<file path="src/rtl/bridge_pkg.sv">
// Shared types and helpers for the CPU-to-AXI bridge: transaction IDs,
// read/write FSM state encodings and the store byte-strobe decoder.
package bridge_pkg;

  localparam logic [3:0] INST_ID = 4'd0;
  localparam logic [3:0] DATA_ID = 4'd1;

  typedef enum logic [1:0] {R_IDLE, R_ADDR, R_DATA} r_state_t;
  typedef enum logic [1:0] {W_IDLE, W_ADDR, W_RESP} w_state_t;

  function automatic logic [3:0] size2strb(input logic [1:0] size, input logic [1:0] addr_lo);
    logic [3:0] strb;
    case (size)
      2'd0:    strb = 4'b0001 << addr_lo;
      2'd1:    strb = addr_lo[1] ? 4'b1100 : 4'b0011;
      default: strb = 4'b1111;
    endcase
    return strb;
  endfunction

endpackage

</file>
<file path="src/rtl/cpu_axi_bridge.sv">
// Bridges the core's instruction/data req/addr_ok/data_ok ports onto one AXI-style
// master: one read outstanding in total, data writes run alongside instruction reads.
module cpu_axi_bridge
  import bridge_pkg::*;
#(
  parameter int ADDR_W = 32,
  parameter int DATA_W = 32
) (
  input  logic              clk,
  input  logic              rst_n,
  input  logic              inst_req,
  input  logic              inst_wr,
  input  logic [1:0]        inst_size,
  input  logic [ADDR_W-1:0] inst_addr,
  input  logic [DATA_W-1:0] inst_wdata,
  output logic              inst_addr_ok,
  output logic              inst_data_ok,
  output logic [DATA_W-1:0] inst_rdata,
  input  logic              data_req,
  input  logic              data_wr,
  input  logic [1:0]        data_size,
  input  logic [ADDR_W-1:0] data_addr,
  input  logic [DATA_W-1:0] data_wdata,
  output logic              data_addr_ok,
  output logic              data_data_ok,
  output logic [DATA_W-1:0] data_rdata,
  output logic [3:0]        arid,
  output logic [ADDR_W-1:0] araddr,
  output logic [2:0]        arsize,
  output logic              arvalid,
  input  logic              arready,
  input  logic [3:0]        rid,
  input  logic [DATA_W-1:0] rdata,
  input  logic [1:0]        rresp,
  input  logic              rlast,
  input  logic              rvalid,
  output logic              rready,
  output logic [3:0]        awid,
  output logic [ADDR_W-1:0] awaddr,
  output logic [2:0]        awsize,
  output logic              awvalid,
  input  logic              awready,
  output logic [3:0]        wid,
  output logic [DATA_W-1:0] wdata,
  output logic [3:0]        wstrb,
  output logic              wlast,
  output logic              wvalid,
  input  logic              wready,
  input  logic [3:0]        bid,
  input  logic [1:0]        bresp,
  input  logic              bvalid,
  output logic              bready
);

  r_state_t r_state, r_next;
  w_state_t w_state, w_next;
  logic     data_busy, aw_done, w_done;
  logic     data_rd_acc, data_wr_acc, inst_acc, rd_acc;
  logic     rd_done, wr_done, aw_hs, w_hs;
  logic     unused_ok;

  assign unused_ok = ^{inst_wr, inst_wdata, rresp, rlast, bid, bresp};

  // Acceptance is combinational; data reads win the shared read channel.
  assign data_rd_acc  = rst_n & data_req & ~data_wr & ~data_busy & (r_state == R_IDLE);
  assign data_wr_acc  = rst_n & data_req &  data_wr & ~data_busy & (w_state == W_IDLE);
  assign inst_acc     = rst_n & inst_req & (r_state == R_IDLE) & ~data_rd_acc;
  assign rd_acc       = data_rd_acc | inst_acc;
  assign data_addr_ok = data_rd_acc | data_wr_acc;
  assign inst_addr_ok = inst_acc;

  assign rd_done = (r_state == R_DATA) & rvalid;
  assign wr_done = (w_state == W_RESP) & bvalid;
  assign wid     = awid;
  assign wlast   = 1'b1;

  always_ff @(posedge clk or negedge rst_n) begin
    if (!rst_n) r_state <= R_IDLE;
    else        r_state <= r_next;
  end

  always_comb begin
    r_next  = r_state;
    arvalid = 1'b0;
    rready  = 1'b0;
    case (r_state)
      R_IDLE: if (rd_acc) r_next = R_ADDR;
      R_ADDR: begin
        arvalid = 1'b1;
        if (arready) r_next = R_DATA;
      end
      R_DATA: begin
        rready = 1'b1;
        if (rvalid) r_next = R_IDLE;
      end
      default: r_next = R_IDLE;
    endcase
  end

  always_ff @(posedge clk or negedge rst_n) begin
    if (!rst_n) w_state <= W_IDLE;
    else        w_state <= w_next;
  end

  always_comb begin
    w_next  = w_state;
    awvalid = (w_state == W_ADDR) & ~aw_done;
    wvalid  = (w_state == W_ADDR) & ~w_done;
    bready  = (w_state == W_RESP);
    aw_hs   = awvalid & awready;
    w_hs    = wvalid & wready;
    case (w_state)
      W_IDLE: if (data_wr_acc) w_next = W_ADDR;
      W_ADDR: if ((aw_done | aw_hs) & (w_done | w_hs)) w_next = W_RESP;
      W_RESP: if (bvalid) w_next = W_IDLE;
      default: w_next = W_IDLE;
    endcase
  end

  // Request capture on acceptance drives the AXI address/data fields.
  always_ff @(posedge clk or negedge rst_n) begin
    if (!rst_n) begin
      arid   <= '0;
      araddr <= '0;
      arsize <= '0;
    end else if (data_rd_acc) begin
      arid   <= DATA_ID;
      araddr <= data_addr;
      arsize <= {1'b0, data_size};
    end else if (inst_acc) begin
      arid   <= INST_ID;
      araddr <= inst_addr;
      arsize <= {1'b0, inst_size};
    end
  end

  always_ff @(posedge clk or negedge rst_n) begin
    if (!rst_n) begin
      awid   <= '0;
      awaddr <= '0;
      awsize <= '0;
      wdata  <= '0;
      wstrb  <= '0;
    end else if (data_wr_acc) begin
      awid   <= DATA_ID;
      awaddr <= data_addr;
      awsize <= {1'b0, data_size};
      wdata  <= data_wdata;
      wstrb  <= size2strb(data_size, data_addr[1:0]);
    end
  end

  always_ff @(posedge clk or negedge rst_n) begin
    if (!rst_n) begin
      aw_done <= 1'b0;
      w_done  <= 1'b0;
    end else if (data_wr_acc) begin
      aw_done <= 1'b0;
      w_done  <= 1'b0;
    end else begin
      if (aw_hs) aw_done <= 1'b1;
      if (w_hs)  w_done  <= 1'b1;
    end
  end

  // Completion: data_ok pulses the cycle after the closing handshake.
  always_ff @(posedge clk or negedge rst_n) begin
    if (!rst_n) begin
      data_busy    <= 1'b0;
      inst_data_ok <= 1'b0;
      data_data_ok <= 1'b0;
      inst_rdata   <= '0;
      data_rdata   <= '0;
    end else begin
      inst_data_ok <= rd_done & (rid == INST_ID);
      data_data_ok <= (rd_done & (rid == DATA_ID)) | wr_done;
      if (rd_done && rid == INST_ID) inst_rdata <= rdata;
      if (rd_done && rid == DATA_ID) data_rdata <= rdata;
      if (data_addr_ok)
        data_busy <= 1'b1;
      else if ((rd_done && rid == DATA_ID) || wr_done)
        data_busy <= 1'b0;
    end
  end

endmodule

</file>
<file path="config.mk">
export PLATFORM = sky130hd
export DESIGN_NAME = cpu_axi_bridge
export DESIGN_NICKNAME = d
export VERILOG_FILES = /design/src/rtl/bridge_pkg.sv /design/src/rtl/cpu_axi_bridge.sv
export SDC_FILE = /design/constraint.sdc
export NUM_CORES = 1
export LEC_CHECK = 0
export ABC_AREA = 1
export ABC_CLOCK_PERIOD_IN_PS = 2400
export BUFFER_PORTS_ARGS = -buffer_cell sky130_fd_sc_hd__buf_2
export CAP_MARGIN = 20
export CORE_AREA = 2 2 148 150
export CTS_BUF_LIST = sky130_fd_sc_hd__clkbuf_8
export CTS_CLUSTER_DIAMETER = 120
export DETAILED_ROUTE_END_ITERATION = 10
export DIE_AREA = 0 0 150 152
export PLACE_DENSITY = 0.65
export REMOVE_ABC_BUFFERS = 1
export SLEW_MARGIN = 40
export SYNTH_ARGS = -nofsm -noshare
export SYNTH_HDL_FRONTEND = slang
export SYNTH_SLANG_ARGS = --single-unit
</file>
<file path="constraint.sdc">
create_clock -name clk -period 2.4 [get_ports clk]
set_input_delay 0.24 -clock clk [delete_from_list [all_inputs] [get_ports clk]]
set_output_delay 0.24 -clock clk [all_outputs]
set_load 0.02 [all_outputs]
</file>
# Word-level counts from Yosys, hierarchy flattened
# Index checks and enable logic that the tools add are counted.
# W data, S select, Z words.
[word_totals]
reg_bits = 183
[op_classes]
n_eq_ne = 12
shift = 1
n_mux = 24
n_bitwise = 29
reduce_logical = 13
[ops]
columns = ["cell", "count"]
rows = [
  ["$mux W32", 2],
  ["$and A1 B1 Y1", 19],
  ["$mux W2", 6],
  ["$mux W4", 3],
  ["$pmux W2 S3", 2],
  ["$ne A2 B2 Y1 const B", 5],
  ["$mux W1", 8],
  ["$pmux W4 S2", 1],
  ["$reduce_bool A2 Y1", 4],
  ["$eq A2 B1 Y1 const B", 3],
  ["$logic_not A2 Y1", 3],
  ["$mux W3", 2],
  ["$reduce_and A3 Y1", 2],
  ["$not A1 Y1", 5],
  ["$or A1 B1 Y1", 5],
  ["$eq A2 B2 Y1 const B", 2],
  ["$eq A4 B1 Y1 const B", 1],
  ["$logic_not A4 Y1", 1],
  ["$shl A1 B2 Y4 const A", 1],
  ["$logic_and A1 B1 Y1", 2],
  ["$ne A2 B1 Y1 const B", 1],
  ["$logic_or A1 B1 Y1", 1],
]

# Logic depth before layout (Yosys ltp)
[logic_depth]
depth_word = 9
depth_mapped = 8
depth_no_buf = 7

# Worst setup path after synthesis
# OpenSTA, ideal clock, no wires.
[synth_timing]
path_kind = "reg2out"
from = "register r_state[1]"
to = "output port inst_addr_ok"
t_arrival_ns = 1.344
setup_slack_ns = 0.816
stages_incl_launch_ff = 7
path_cell_list = "dfrtp_1 inv_1 nand2_1 nor2_2 inv_2 buf_2 a21oi_1"
[synth_via]
elab_chain_len = 4
elab_cells_between_ends = 5
cone_classes = "bitwise (4); reduce/logical (1)"
[synth_lines]
columns = ["item", "line", "text"]
rows = [
  ["start: declaration", "cpu_axi_bridge.sv:55", "r_state_t r_state, r_next;"],
  ["start signal: assignment", "cpu_axi_bridge.sv:79", "else r_state <= r_next;"],
  ["$logic_not A2 Y1 *", "cpu_axi_bridge.sv:65, cpu_axi_bridge.sv:67", ""],
  ["$and A1 B1 Y1", "cpu_axi_bridge.sv:65", "assign data_rd_acc = rst_n & data_req & ~data_wr & ~data_busy & (r_state == R_IDLE);"],
  ["$not A1 Y1", "cpu_axi_bridge.sv:67", "assign inst_acc = rst_n & inst_req & (r_state == R_IDLE) & ~data_rd_acc;"],
  ["$and A1 B1 Y1 *", "cpu_axi_bridge.sv:67", ""],
  ["end: declaration", "cpu_axi_bridge.sv:16", "output logic inst_addr_ok,"],
]
# Every way passes the cells marked *; elsewhere a longest branch is shown, timed or not.

# Worst setup path in the final report
[layout_timing]
from = "input port rst_n"
to = "output port inst_addr_ok"
[layout_via]
elab_chain_len = 6
elab_cells_between_ends = 8
cone_classes = "bitwise (8)"
[layout_lines]
columns = ["item", "line", "text"]
rows = [
  ["start: declaration", "cpu_axi_bridge.sv:10", "input logic rst_n,"],
  ["$and A1 B1 Y1 (4 in series)", "cpu_axi_bridge.sv:65", ""],
  ["$not A1 Y1", "cpu_axi_bridge.sv:67", ""],
  ["$and A1 B1 Y1 *", "cpu_axi_bridge.sv:67", ""],
]
# Marks and branches as above.

==> reports/results.txt <==
Largest area contributor in the netlist: dfrtp_1
Fraction of layout cells with a size suffix above 1: 30.00%
Core footprint: 21350 sq um
Final Skew: 19.81 ps
CTS tree: done
Final Max Slew Viols: 0
Clock Latency Late Sink: 460 ps
CP arrival: 2000 ps
Overall Global Routing Usage: 21.07%
Drt total wl: 24210 um
Number of global-route vias before repair: 7343
Worst R2R Path Depth: 8
Global route total overflow: 0
Clock Sinks: 179
Status: finished clean
Avg Cell Area, Syn: 8.648 sq um
Initial antenna violation count: 0
Slew at the pin closest to its max-slew limit: 586.5 ps
Wire length per cell: 15.42 um
Post-synthesis cell type count: 19
ANT nets after route: 0
Worst reg2reg startpoint: r_state[0]$_DFFE_PN0P_
IO Count: 380
Worst hold path depth: 3
DR vias: 7471
Max cap viols: 0
Leak pwr: 6.127 nW
First-pass GRT wire length: 38120 um
Hold EP: araddr[8]$_DFFE_PN0P_
Worst R2R End: inst_rdata[3]$_DFFE_PN0P_
Ant. Diodes: 0
Synth top area cells: dfrtp_1 (60%), nand2_1 (18%), nand3_1 (12%)
CP Class: input pin to output port
Synthesized cell area: 7428 sq um
Yosys top cell area share: 60.30%
R2R setup slack: 630 ps
P&R area growth vs syn: 45.22%
CP Data Required Time: 2160 ps
FMAX: 0.4464 GHz
RSZ-0062 raised after global routing: false
Largest net degree at the start of global routing: 76
Most frequent cells in the layout: nand2_1 (352), buf_2 (325), dfrtp_1 (179), nand3_1 (177), dlygate4sd3_1 (110)
CP startpoint kind: input pin
Worst-path clk slew: 100 ps
Slew margin rel.: 60.90%
Cells after synthesis: 859
Endpoint class of the critical path: output port
Net count reported at finish: 1465
Bufs on Longest Clock Path: 2
Post-Route Utilization: 50.53%
H-tree depth: 4
DIE WIDTH: 150 um
Period minus WS final: 2240 ps
CTS root buf: clkbuf_8
First drt pass iteration count: 4
Final hold vios: 0
Site row count: 54
PwrDens: 1099 nW/um^2
YS warnings: 0
Seq/Total Area, Yosys: 60.30%
Initial DRC count: 329
Detail Placement HPWL: 15870 um
Worst-path fanout max: 32
Total chip power: 0.01185 W
Starting Density: 34.79%
Setup Viol. Count Final: 0
Port Buf Inserts: 325
Tcrit/Tclk final: 93.34%
Peak VDD IR: 0.4121 mV
Gp weighted congestion: 0.7697
Post-CTS sizing: 0
FF+latch count, synth: 179
Die Y: 152 um
DR vias/cell: 4.759
Cts bufs inserted: 17
Min-Delay Path Class: input pin to flip-flop
Hold Startpoint: inst_addr[8]
Most common cell after layout, fill and taps aside: nand2_1
DIE AREA: 22800 sq um
DRC violations left: 0
==> critical path, cell delays in order <==
cell	delay, ps
dlygate4sd3_1	580
buf_6	150
nand2_1	130
nor2_4	190
buf_4	370
a21oi_1	130
buf_2	180
==> timing repair <==
item                                    in CTS  in global routing
endpoints found under the setup margin       0                  2
hold endpoints to repair                   142                  1
hold buffers                               110                  1
buffers inserted                             0                  1
==> area by class of cell <==
type	count	area, sq um
Fill cell	2002	10560
Multi-Input combinational cell	603	2590
Tap cell	280	350.3
Clock buffer	17	234.0
Timing Repair Buffer	454	2907
Clock inverter	15	145.1
Sequential cell	179	4479
Inverter	22	82.58
==> sequential cells by signal, indices dropped and copies added (netlist names) <==
| name | cells |
|---|---|
| araddr | 32 |
| arid | 1 |
| arsize | 2 |
| aw_done | 1 |
| awaddr | 32 |
| awid | 1 |
| awsize | 2 |
| data_busy | 1 |
| data_data_ok | 1 |
| data_rdata | 32 |
| inst_data_ok | 1 |
| inst_rdata | 32 |
| r_state | 2 |
| w_done | 1 |
| w_state | 2 |
| wdata | 32 |
| wstrb | 4 |
==> stage by stage <==
step	setup TNS [ps]	setup WS [ps]	hold WS [ps]	cell area, sq um	std cells
floorplan	-55500	-1117	-55.59	7138	804
global placement	0	558.8	108.3	9288	1426
global route	0	48.58	4.057	10790	1570
finish	0	159.7	40.01	10790	1570
detailed placement	0	541.3	107.9	9288	1426
CTS	0	62.59	0.5045	10770	1568
==> synth_stat cells <==
| cell | instances |
|---|---|
| nand2_1 | 352 |
| nand4_1 | 1 |
| nand3_1 | 177 |
| inv_2 | 3 |
| nor3_2 | 1 |
| nor2_1 | 11 |
| o211ai_1 | 1 |
| nor2_4 | 2 |
| clkbuf_1 | 26 |
| nor2_2 | 3 |
| a21oi_1 | 1 |
| dfrtp_1 | 179 |
| inv_1 | 19 |
| buf_4 | 14 |
| or2_2 | 1 |
| nand2_2 | 1 |
| conb_1 | 2 |
| buf_2 | 25 |
| o21ai_0 | 40 |
==> where the power goes <==
part           total, W  switching [W]  internal [W]
Combinational   0.00501        0.00333       0.00168
Clock           0.00201        0.00124      0.000769
Sequential      0.00484       0.000624       0.00421
Total            0.0119        0.00519       0.00666
==> logic make-up after synthesis <==
logic type / share of synthesized area (%)
buf+inv: 5.525
simple gates: 31.21
compound gates: 2.863
other cells: 0.1011
flops: 60.30
==> how the worst max path moves through the flow <==
stage	startpoint	slack, ps	end	cells after the start
after floorplan	data_busy$_DFFE_PN0P_	-1120	data_addr_ok	3
after global placement	rst_n	560	inst_addr_ok	6
after detailed placement	rst_n	540	inst_addr_ok	6
after CTS	rst_n	60	inst_addr_ok	7
after global routing	rst_n	50	data_addr_ok	8
final	rst_n	160	inst_addr_ok	7
==> metal layers <==
layer	part of all wire (%)	vias up	global-route usage (%)
met5	0	-	0
met4	0.92	0	4.447
met3	9.2	14	6.547
met2	49	306	36.57
met1	41	3576	25.72
li1	-	3575	-
No activity file was read; power rests on OpenSTA's default activity.
